[src/rtl/gate_vec_pkg.sv]
// Shared types and truth-table constants for the gate-vector sequencer.
// Truth tables index the input vector {a,b,c}; bit i is the expected gate output for vector i.
package gate_vec_pkg;

  typedef enum logic [2:0] {
    StIdle,
    StDrive,
    StSettle,
    StCheck,
    StDone
  } gate_vec_state_e;

  localparam logic [7:0] TRUTH_AOI21 = 8'h15;  // ~((a & b) | c)
  localparam logic [7:0] TRUTH_OAI21 = 8'h57;  // ~((a | b) & c)
  localparam logic [7:0] TRUTH_NAND3 = 8'h7f;
  localparam logic [7:0] TRUTH_NOR3  = 8'h01;

endpackage

[src/rtl/gate_vec_settle_cnt.sv]
// Settle-delay counter: loads a count, decrements on request, flags zero.
module gate_vec_settle_cnt #(
  parameter int unsigned Width = 4
) (
  input  logic             clk_i,
  input  logic             rst_ni,
  input  logic             load_i,
  input  logic [Width-1:0] load_val_i,
  input  logic             dec_i,
  output logic             zero_o
);

  logic [Width-1:0] cnt_q;

  always_ff @(posedge clk_i) begin
    if (!rst_ni) begin
      cnt_q <= '0;
    end else if (load_i) begin
      cnt_q <= load_val_i;
    end else if (dec_i && (cnt_q != '0)) begin
      cnt_q <= cnt_q - {{(Width-1){1'b0}}, 1'b1};
    end
  end

  assign zero_o = (cnt_q == '0);

endmodule

[src/rtl/gate_vec_seq.sv]
// Exhaustive combinational-gate tester: sweeps all input vectors, compares y_i to TRUTH.
// Optional first-mismatch capture is built when GATE_VEC_SEQ_FIRST_ERR_EN is defined.
module gate_vec_seq
  import gate_vec_pkg::*;
#(
  parameter int unsigned              N_IN       = 3,
  parameter logic [(1 << N_IN) - 1:0] TRUTH      = TRUTH_AOI21,
  parameter int unsigned              SETTLE_CYC = 2
) (
  input  logic            clk,
  input  logic            rst_n,
  input  logic            start,
  input  logic            y_i,
  output logic [N_IN-1:0] vec_o,
  output logic            busy,
  output logic            done,
  output logic            pass,
  output logic [N_IN:0]   err_cnt,
  output logic [N_IN-1:0] first_err_vec
);

  localparam logic [N_IN-1:0] VecMax     = '1;
  localparam logic [N_IN-1:0] VecOne     = {{(N_IN-1){1'b0}}, 1'b1};
  localparam logic [N_IN:0]   ErrOne     = {{N_IN{1'b0}}, 1'b1};
  // Counter is preloaded with SETTLE_CYC-1 so SETTLE lasts exactly SETTLE_CYC cycles.
  localparam logic [3:0]      SettleLoad = (SETTLE_CYC > 0) ? 4'(SETTLE_CYC - 1) : 4'd0;

  gate_vec_state_e state_q, state_d;

  logic [N_IN-1:0] vec_q;
  logic [N_IN:0]   err_q;
  logic            busy_q;
  logic            pass_q;
  logic            settle_zero;
  logic            mismatch;

  assign mismatch = (state_q == StCheck) && (y_i != TRUTH[vec_q]);

  gate_vec_settle_cnt #(
    .Width (4)
  ) u_settle_cnt (
    .clk_i      (clk),
    .rst_ni     (rst_n),
    .load_i     (state_q == StDrive),
    .load_val_i (SettleLoad),
    .dec_i      (state_q == StSettle),
    .zero_o     (settle_zero)
  );

  always_ff @(posedge clk) begin
    if (!rst_n) begin
      state_q <= StIdle;
    end else begin
      state_q <= state_d;
    end
  end

  always_comb begin
    state_d = state_q;
    unique case (state_q)
      StIdle:   if (start) state_d = StDrive;
      StDrive:  state_d = (SETTLE_CYC == 0) ? StCheck : StSettle;
      StSettle: if (settle_zero) state_d = StCheck;
      StCheck:  state_d = (vec_q == VecMax) ? StDone : StDrive;
      StDone:   state_d = StIdle;
      default:  state_d = StIdle;
    endcase
  end

  always_comb begin
    done = (state_q == StDone);
  end

  always_ff @(posedge clk) begin
    if (!rst_n) begin
      vec_q  <= '0;
      err_q  <= '0;
      busy_q <= 1'b0;
      pass_q <= 1'b0;
    end else begin
      if ((state_q == StIdle) && start) begin
        vec_q  <= '0;
        err_q  <= '0;
        pass_q <= 1'b0;
        busy_q <= 1'b1;
      end
      if (state_q == StCheck) begin
        if (mismatch) err_q <= err_q + ErrOne;
        if (vec_q != VecMax) vec_q <= vec_q + VecOne;
      end
      if (state_q == StDone) begin
        pass_q <= (err_q == '0);
        busy_q <= 1'b0;
      end
    end
  end

`ifdef GATE_VEC_SEQ_FIRST_ERR_EN
  logic [N_IN-1:0] first_err_q;

  // err_q is still zero on the first mismatching CHECK of a sweep.
  always_ff @(posedge clk) begin
    if (!rst_n) begin
      first_err_q <= '0;
    end else if ((state_q == StIdle) && start) begin
      first_err_q <= '0;
    end else if (mismatch && (err_q == '0)) begin
      first_err_q <= vec_q;
    end
  end

  assign first_err_vec = first_err_q;
`else
  assign first_err_vec = '0;
`endif

  assign vec_o   = vec_q;
  assign busy    = busy_q;
  assign pass    = pass_q;
  assign err_cnt = err_q;

endmodule

[config.mk]
export PLATFORM = sky130hd
export DESIGN_NAME = gate_vec_seq
export DESIGN_NICKNAME = d
export VERILOG_FILES = /design/src/rtl/gate_vec_pkg.sv /design/src/rtl/gate_vec_settle_cnt.sv /design/src/rtl/gate_vec_seq.sv
export SDC_FILE = /design/constraint.sdc
export NUM_CORES = 1
export LEC_CHECK = 0
export CAP_MARGIN = 20
export CORE_MARGIN = 2
export CORE_UTILIZATION = 51
export CTS_BUF_LIST = sky130_fd_sc_hd__clkbuf_8 sky130_fd_sc_hd__clkbuf_16
export DETAILED_ROUTE_END_ITERATION = 16
export HOLD_SLACK_MARGIN = 0.05
export MAX_ROUTING_LAYER = met4
export PLACE_DENSITY = 0.78
export SYNTH_ARGS = -nofsm -noshare
export SYNTH_HDL_FRONTEND = slang
export SYNTH_HIERARCHICAL = 1
export SYNTH_SLANG_ARGS = --single-unit
[constraint.sdc]
create_clock -name clk -period 4.2 [get_ports clk]
set_input_delay 0.42 -clock clk [delete_from_list [all_inputs] [get_ports clk]]
set_output_delay 0.42 -clock clk [all_outputs]
set_load 0.01 [all_outputs]
==> flow_summary.ini, run 1 <==
[critical_path]
crit_chain = nand2_1 -> inv_1 -> clkdlybuf4s50_1
cp_max_fo = 9
worstSetupPathType = register to output pin
worstPathRequired_ps = 3780
start_kind = register
endpoint_kind = output pin
crit_family = buffers and inverters
cp.arrival_ps = 1500
path_buf_inv = 2
slowest_stage = clkdlybuf4s50_1
cpPeakStageDelay_ps = 540

[finish]
fill_cells = 165
drive_above_1_share_pct = 10.5
finalNetCount = 134
seq_area_um2 = 340
multi_input_area_um2 = 524
layout.cells.non_filler = 149
n_antenna_cell = 0
syn_to_final_growth_pct = 17.9
final_cell_mix = 17 x dfxtp_1, 16 x nor2_1, 13 x clkdlybuf4s50_1
layout_commonest_cell = dfxtp_1

[cts]
cts-buffers-inserted = 3
cts_tree = done
cts_sinks = 17
cts.clk_slew.worst_paths_ps = 60
cts_buffer_depth = 2
cts-root-buf = clkbuf_8
cts_resized = 0
hold_buffers = 0
worstSkewPairLatency_ps = 250
h-tree-depth = 1
postCtsSetupBuffers = 0

[sta]
finalCritPeriodShare_pct = 45.7
setup_viol = 0
hold_slack_ps = 475
finalSetupTns_ps = 0
fmax_ghz = 0.521
hold_viol_final = 0
slew_violations = 0
fin_skew_ps = 3.00
rsz0062_at_grt = false
period_minus_slack_ps = 1920
relSlewSlack_pct = 59.0
worst_pin_slew_ps = 614

[floorplanning]
io_pins = 17
die_area_mm2 = 0.00221
rows = 15
start_util_pct = 54.7
die_w_um = 47.0
core_mm2 = 0.00173
chipHeight_um = 47.0

[route]
first_pass_iters = 4
routed_wl_um = 1640
vias = 735
drt.antenna.violating_nets = 0
drt_iter0_drc = 19
viasPerCell = 4.93
drc_errors = 0
routedWlPerCell_um = 11.0

[power_and_ir_drop]
leakage_nw = 0.433
p_per_area_mw_per_mm2 = 366
peakVddDrop_v = 0.000242

[synthesis]
netlist_instances = 108
ys_seq_elements = 17
ys_warn_count = 6
synth_area_um2 = 945
netlist-cell-type-count = 34
syn_area_per_cell_um2 = 8.75
synth-seq-area-share_pct = 36.0

[grt]
overflow = 0
grtUsageTotal_pct = 16.9
grt_antenna_before_repair = 0
grt_max_degree = 12
grt_pass1_wl_um = 2520
grt_pass1_vias = 586

[status]
status = finished, final reports clean

[placement]
numPortBuffers = 13
hpwlAfterDp_um = 1270
place_inst = 145
place_congestion = 0.831

[worst_hold_path]
min_path_type = register to register

[run]
cap_violations = 0
==> layout make-up <==
class | instances | share of cell area [%]
clock inverter | 1 | 0.337
multi-input combinational | 79 | 47.1
inverter | 11 | 3.82
timing repair buffer | 13 | 11.7
clock buffer | 3 | 3.71
tap | 25 | 2.81
sequential | 17 | 30.6
==> kinds of logic after synthesis <==
| group | count (synthesis) | synth area share (%) |
|---|---|---|
| fa+ha+maj | 5 | 6.62 |
| other cells | 2 | 0.795 |
| xor+xnor | 4 | 3.71 |
| mux | 3 | 3.18 |
| compound gates | 13 | 9.93 |
| simple gates | 47 | 29.3 |
| buf+inv | 17 | 10.5 |
| flops | 17 | 36.0 |
==> routing by layer <==
layer / up-vias / GRT usage (%) / routed length, um
li1: 391 / - / -
met1: 325 / 23.1 / 795
met2: 15 / 23.6 / 751
met3: 4 / 3.46 / 62
met4: 0 / 8.33 / 27
met5: - / - / 0
==> Yosys cell counts (all sizes together) <==
| cell type | instances | area share, % |
|---|---|---|
| nand3b | 1 | 0.79 |
| nand2 | 7 | 2.8 |
| conb | 2 | 0.79 |
| nor3 | 5 | 3.2 |
| a311oi | 2 | 2.5 |
| or4b | 1 | 1.5 |
| nor3b | 3 | 2.9 |
| and4bb | 1 | 1.3 |
| nand4 | 1 | 0.66 |
| a31oi | 1 | 0.66 |
| and2 | 1 | 0.66 |
| clkinv | 1 | 0.53 |
| nor2 | 16 | 6.4 |
| nand3 | 6 | 3.2 |
| nand4b | 1 | 0.93 |
| o21ai | 3 | 2.0 |
| inv | 10 | 4.0 |
| buf | 6 | 6.0 |
| xnor2 | 4 | 3.7 |
| mux2i | 3 | 3.2 |
| a22oi | 1 | 0.79 |
| o22a | 1 | 0.93 |
| nor4b | 2 | 3.2 |
| ha | 5 | 6.6 |
| dfxtp | 17 | 36 |
| a21oi | 4 | 2.1 |
| o2111ai | 1 | 0.93 |
| or3b | 1 | 1.2 |
| and3 | 1 | 0.66 |
==> sequential cells by signal (all words and copies together) (netlist names), named ones only <==
signal	flops
busy	1
err_cnt	4
pass	1
state_q	3
u_settle_cnt/cnt_q	4
vec_o	3
==> per-stage QoR <==
step | worst slack (ps) | utilization [%] | power, mW | area (um^2)
final | 2280 | 64.5 | 0.408 | 1110
after floorplan | 2660 | - | 0.281 | 963
after detailed placement | 2400 | 61.9 | 0.296 | 1070
after CTS | 2280 | 64.5 | 0.414 | 1110
after global placement | 2430 | 61.9 | 0.292 | 1070
after global routing | 2170 | 64.5 | 0.432 | 1110
==> path summary, 6_finish.rpt <==
check	start	endpoint	slack (ps)	depth (start not counted)
min	pass$_SDFFE_PN0P_	pass$_SDFFE_PN0P_	480	2
max	state_q[2]$_SDFFE_PN0P_	done	2280	3
min reg2reg	pass$_SDFFE_PN0P_	pass$_SDFFE_PN0P_	480	2
max reg2reg	state_q[1]$_SDFFE_PN0P_	u_settle_cnt/cnt_q[3]$_SDFFE_PN0P_	2410	4
==> where the power goes <==
group	leakage (nW)	internal [mW]	total [mW]	switching, mW
Combinational	0.267	0.0464	0.0995	0.0531
Clock	0.0269	0.0647	0.115	0.0505
Sequential	0.138	0.175	0.193	0.0181
Total	0.433	0.286	0.408	0.122
==> worst reg2reg max path, stage by stage, from the launching register on <==
cell,delay (ps)
dfxtp_1,500
nor3b_1,570
nor4b_2,330
mux2i_1,210
a21oi_1,70
Power figures use the tool's default switching activity.
==> run 2: changes to the inputs <==
Settings changed: CORE_UTILIZATION 51 to 45, PLACE_DENSITY 0.78 to 0.73.
Clock period 4.2 ns to 1.5 ns, I/O delays scaled along.
==> flow_summary.ini, run 2 (same netlist as run 1, synthesis figures left out) <==
[finish]
drive_above_1_share_pct = 31.9
final_cell_mix = 15 x nor2_1, 12 x clkdlybuf4s50_1, 11 x buf_4
syn_to_final_growth_pct = 36.2
layout_commonest_cell = nor2_1
fill_cells = 183
finalNetCount = 145
stdcell_area_mm2 = 0.00129
n_antenna_cell = 0
final_util_pct = 65.6

[critical_path]
worstSetupPathType = register to register
slowest_stage = or3b_4
path_common_cell = nor2_1
crit_chain = inv_2 -> ha_4 -> or3b_4 -> inv_4 -> mux2i_1 -> nor2_1 -> nor2_1 -> nor3_2
cp_max_fo = 3
cp.arrival_ps = 1680
worstPathRequired_ps = 1670
endpoint_kind = register
cpPeakStageDelay_ps = 400
start_kind = register

[floorplanning]
core_mm2 = 0.00196
io_pins = 17
start_util_pct = 48.2
rows = 16
die_w_um = 49.8
die_area_mm2 = 0.00248
chipHeight_um = 49.8

[route]
viasPerCell = 4.92
drt.antenna.violating_nets = 0
routed_wl_um = 1970
drc_errors = 0
drt_iter0_drc = 9
vias = 797
routedWlPerCell_um = 12.1
first_pass_iters = 4

[sta]
fmax_ghz = 0.663
setup_viol = 2
slew_violations = 0
rsz0062_at_grt = true
hold_viol_final = 0
finalCritPeriodShare_pct = 101
layout_setup_ws_ps = -8.33
period_minus_slack_ps = 1510
fin_skew_ps = 6.41

[grt]
grt_max_degree = 12
grtUsageTotal_pct = 17.4
grt_pass1_vias = 771
grt_antenna_before_repair = 0
grt_pass1_wl_um = 3200
overflow = 0

[cts]
cts_sinks = 17
h-tree-depth = 1
cts_tree = done
cts-buffers-inserted = 3
hold_buffers = 0
worstSkewPairLatency_ps = 250
cts_buffer_depth = 2
cts-root-buf = clkbuf_8
cts.clk_slew.worst_paths_ps = 70

[placement]
place_congestion = 0.810
postPlaceCellArea_mm2 = 0.00114
numPortBuffers = 13
hpwlAfterDp_um = 1360
place_ws_ps = -32.8

[status]
failed_checks = negative setup slack
status = finished, violations left

[power_and_ir_drop]
p_per_area_mw_per_mm2 = 992
peakVddDrop_v = 0.000454
leakage_nw = 0.492

[run]
cap_violations = 0

[worst_hold_path]
min_path_type = register to register
run 2: cell count changes in the layout (fill, tap and decap cells not counted), sizes merged:
cell | before | now
dlygate4sd2 | 0 | 1
clkdlybuf4s50 | 13 | 12
buf | 0 | 11
clkinv | 1 | 0
clkinvlp | 0 | 1
run 2: final timing paths:
check | startpoint | end | slack, ps | depth (start not counted)
max | u_settle_cnt/cnt_q[1]$_SDFFE_PN0P_ | state_q[0]$_SDFFE_PN0P_ | -8 | 8
min | pass$_SDFFE_PN0P_ | pass$_SDFFE_PN0P_ | 470 | 2
max reg2reg | u_settle_cnt/cnt_q[1]$_SDFFE_PN0P_ | state_q[0]$_SDFFE_PN0P_ | -8 | 8
min reg2reg | pass$_SDFFE_PN0P_ | pass$_SDFFE_PN0P_ | 470 | 2
run 2: layout make-up:
class / instances / area (um^2) / area share, %
clock buffers: 3 / 41.3 / 3.21
clock inverters: 1 / 7.51 / 0.584
inverters: 11 / 43.8 / 3.40
multi-input cells: 79 / 599 / 46.6
flip-flops and latches: 17 / 349 / 27.1
well taps: 27 / 33.8 / 2.63
repair buffers: 24 / 211 / 16.4
run 2: layer usage:
metal | track usage (%) | vias up | share of wire [%]
met5 | - | - | 0
met4 | 8.33 | 0 | 1.1
met2 | 28.2 | 17 | 49
li1 | - | 410 | -
met3 | 3.03 | 2 | 3.5
met1 | 20.9 | 368 | 46
run 2: worst max-delay path, delay by kind of cell (launching register included):
| kind | cells | cell delay, ps |
|---|---|---|
| buf+inv | 2 | 150 |
| fa+ha+maj | 1 | 130 |
| simple gates | 4 | 730 |
| mux | 1 | 70 |
| flops | 1 | 340 |
run 2: metrics by stage:
step	hold slack [ps]	power [mW]	TNS [ps]	instances
6_report	471	1.28	-10.6	162
5_1_grt	504	1.36	-183	162
4_1_cts	477	1.24	-1.90	161
3_5_place_dp	466	0.870	-61.1	156
3_3_place_gp	450	0.862	-22.2	156
2_1_floorplan	271	0.789	-5.41	113
run 2: timing repair:
| item | 4_1_cts | 5_1_grt |
|---|---|---|
| pin swaps | 5 | 5 |
| endpoints found under the setup margin | 2 | 4 |
| gates resized for setup | 12 | 11 |
| buffers inserted | 1 | 1 |
| gates cloned | 0 | 0 |
run 2: power by group:
group	leakage, nW	internal (mW)	switching [mW]
Combinational	0.328	0.192	0.184
Clock	0.0217	0.187	0.166
Sequential	0.141	0.495	0.0519
Total	0.492	0.874	0.402
==> run 3: changes to the inputs <==
Settings changed: CAP_MARGIN 20 to unset.
==> results of run 3 <==
Final layout, timing and power as in run 2 (identical DEF).
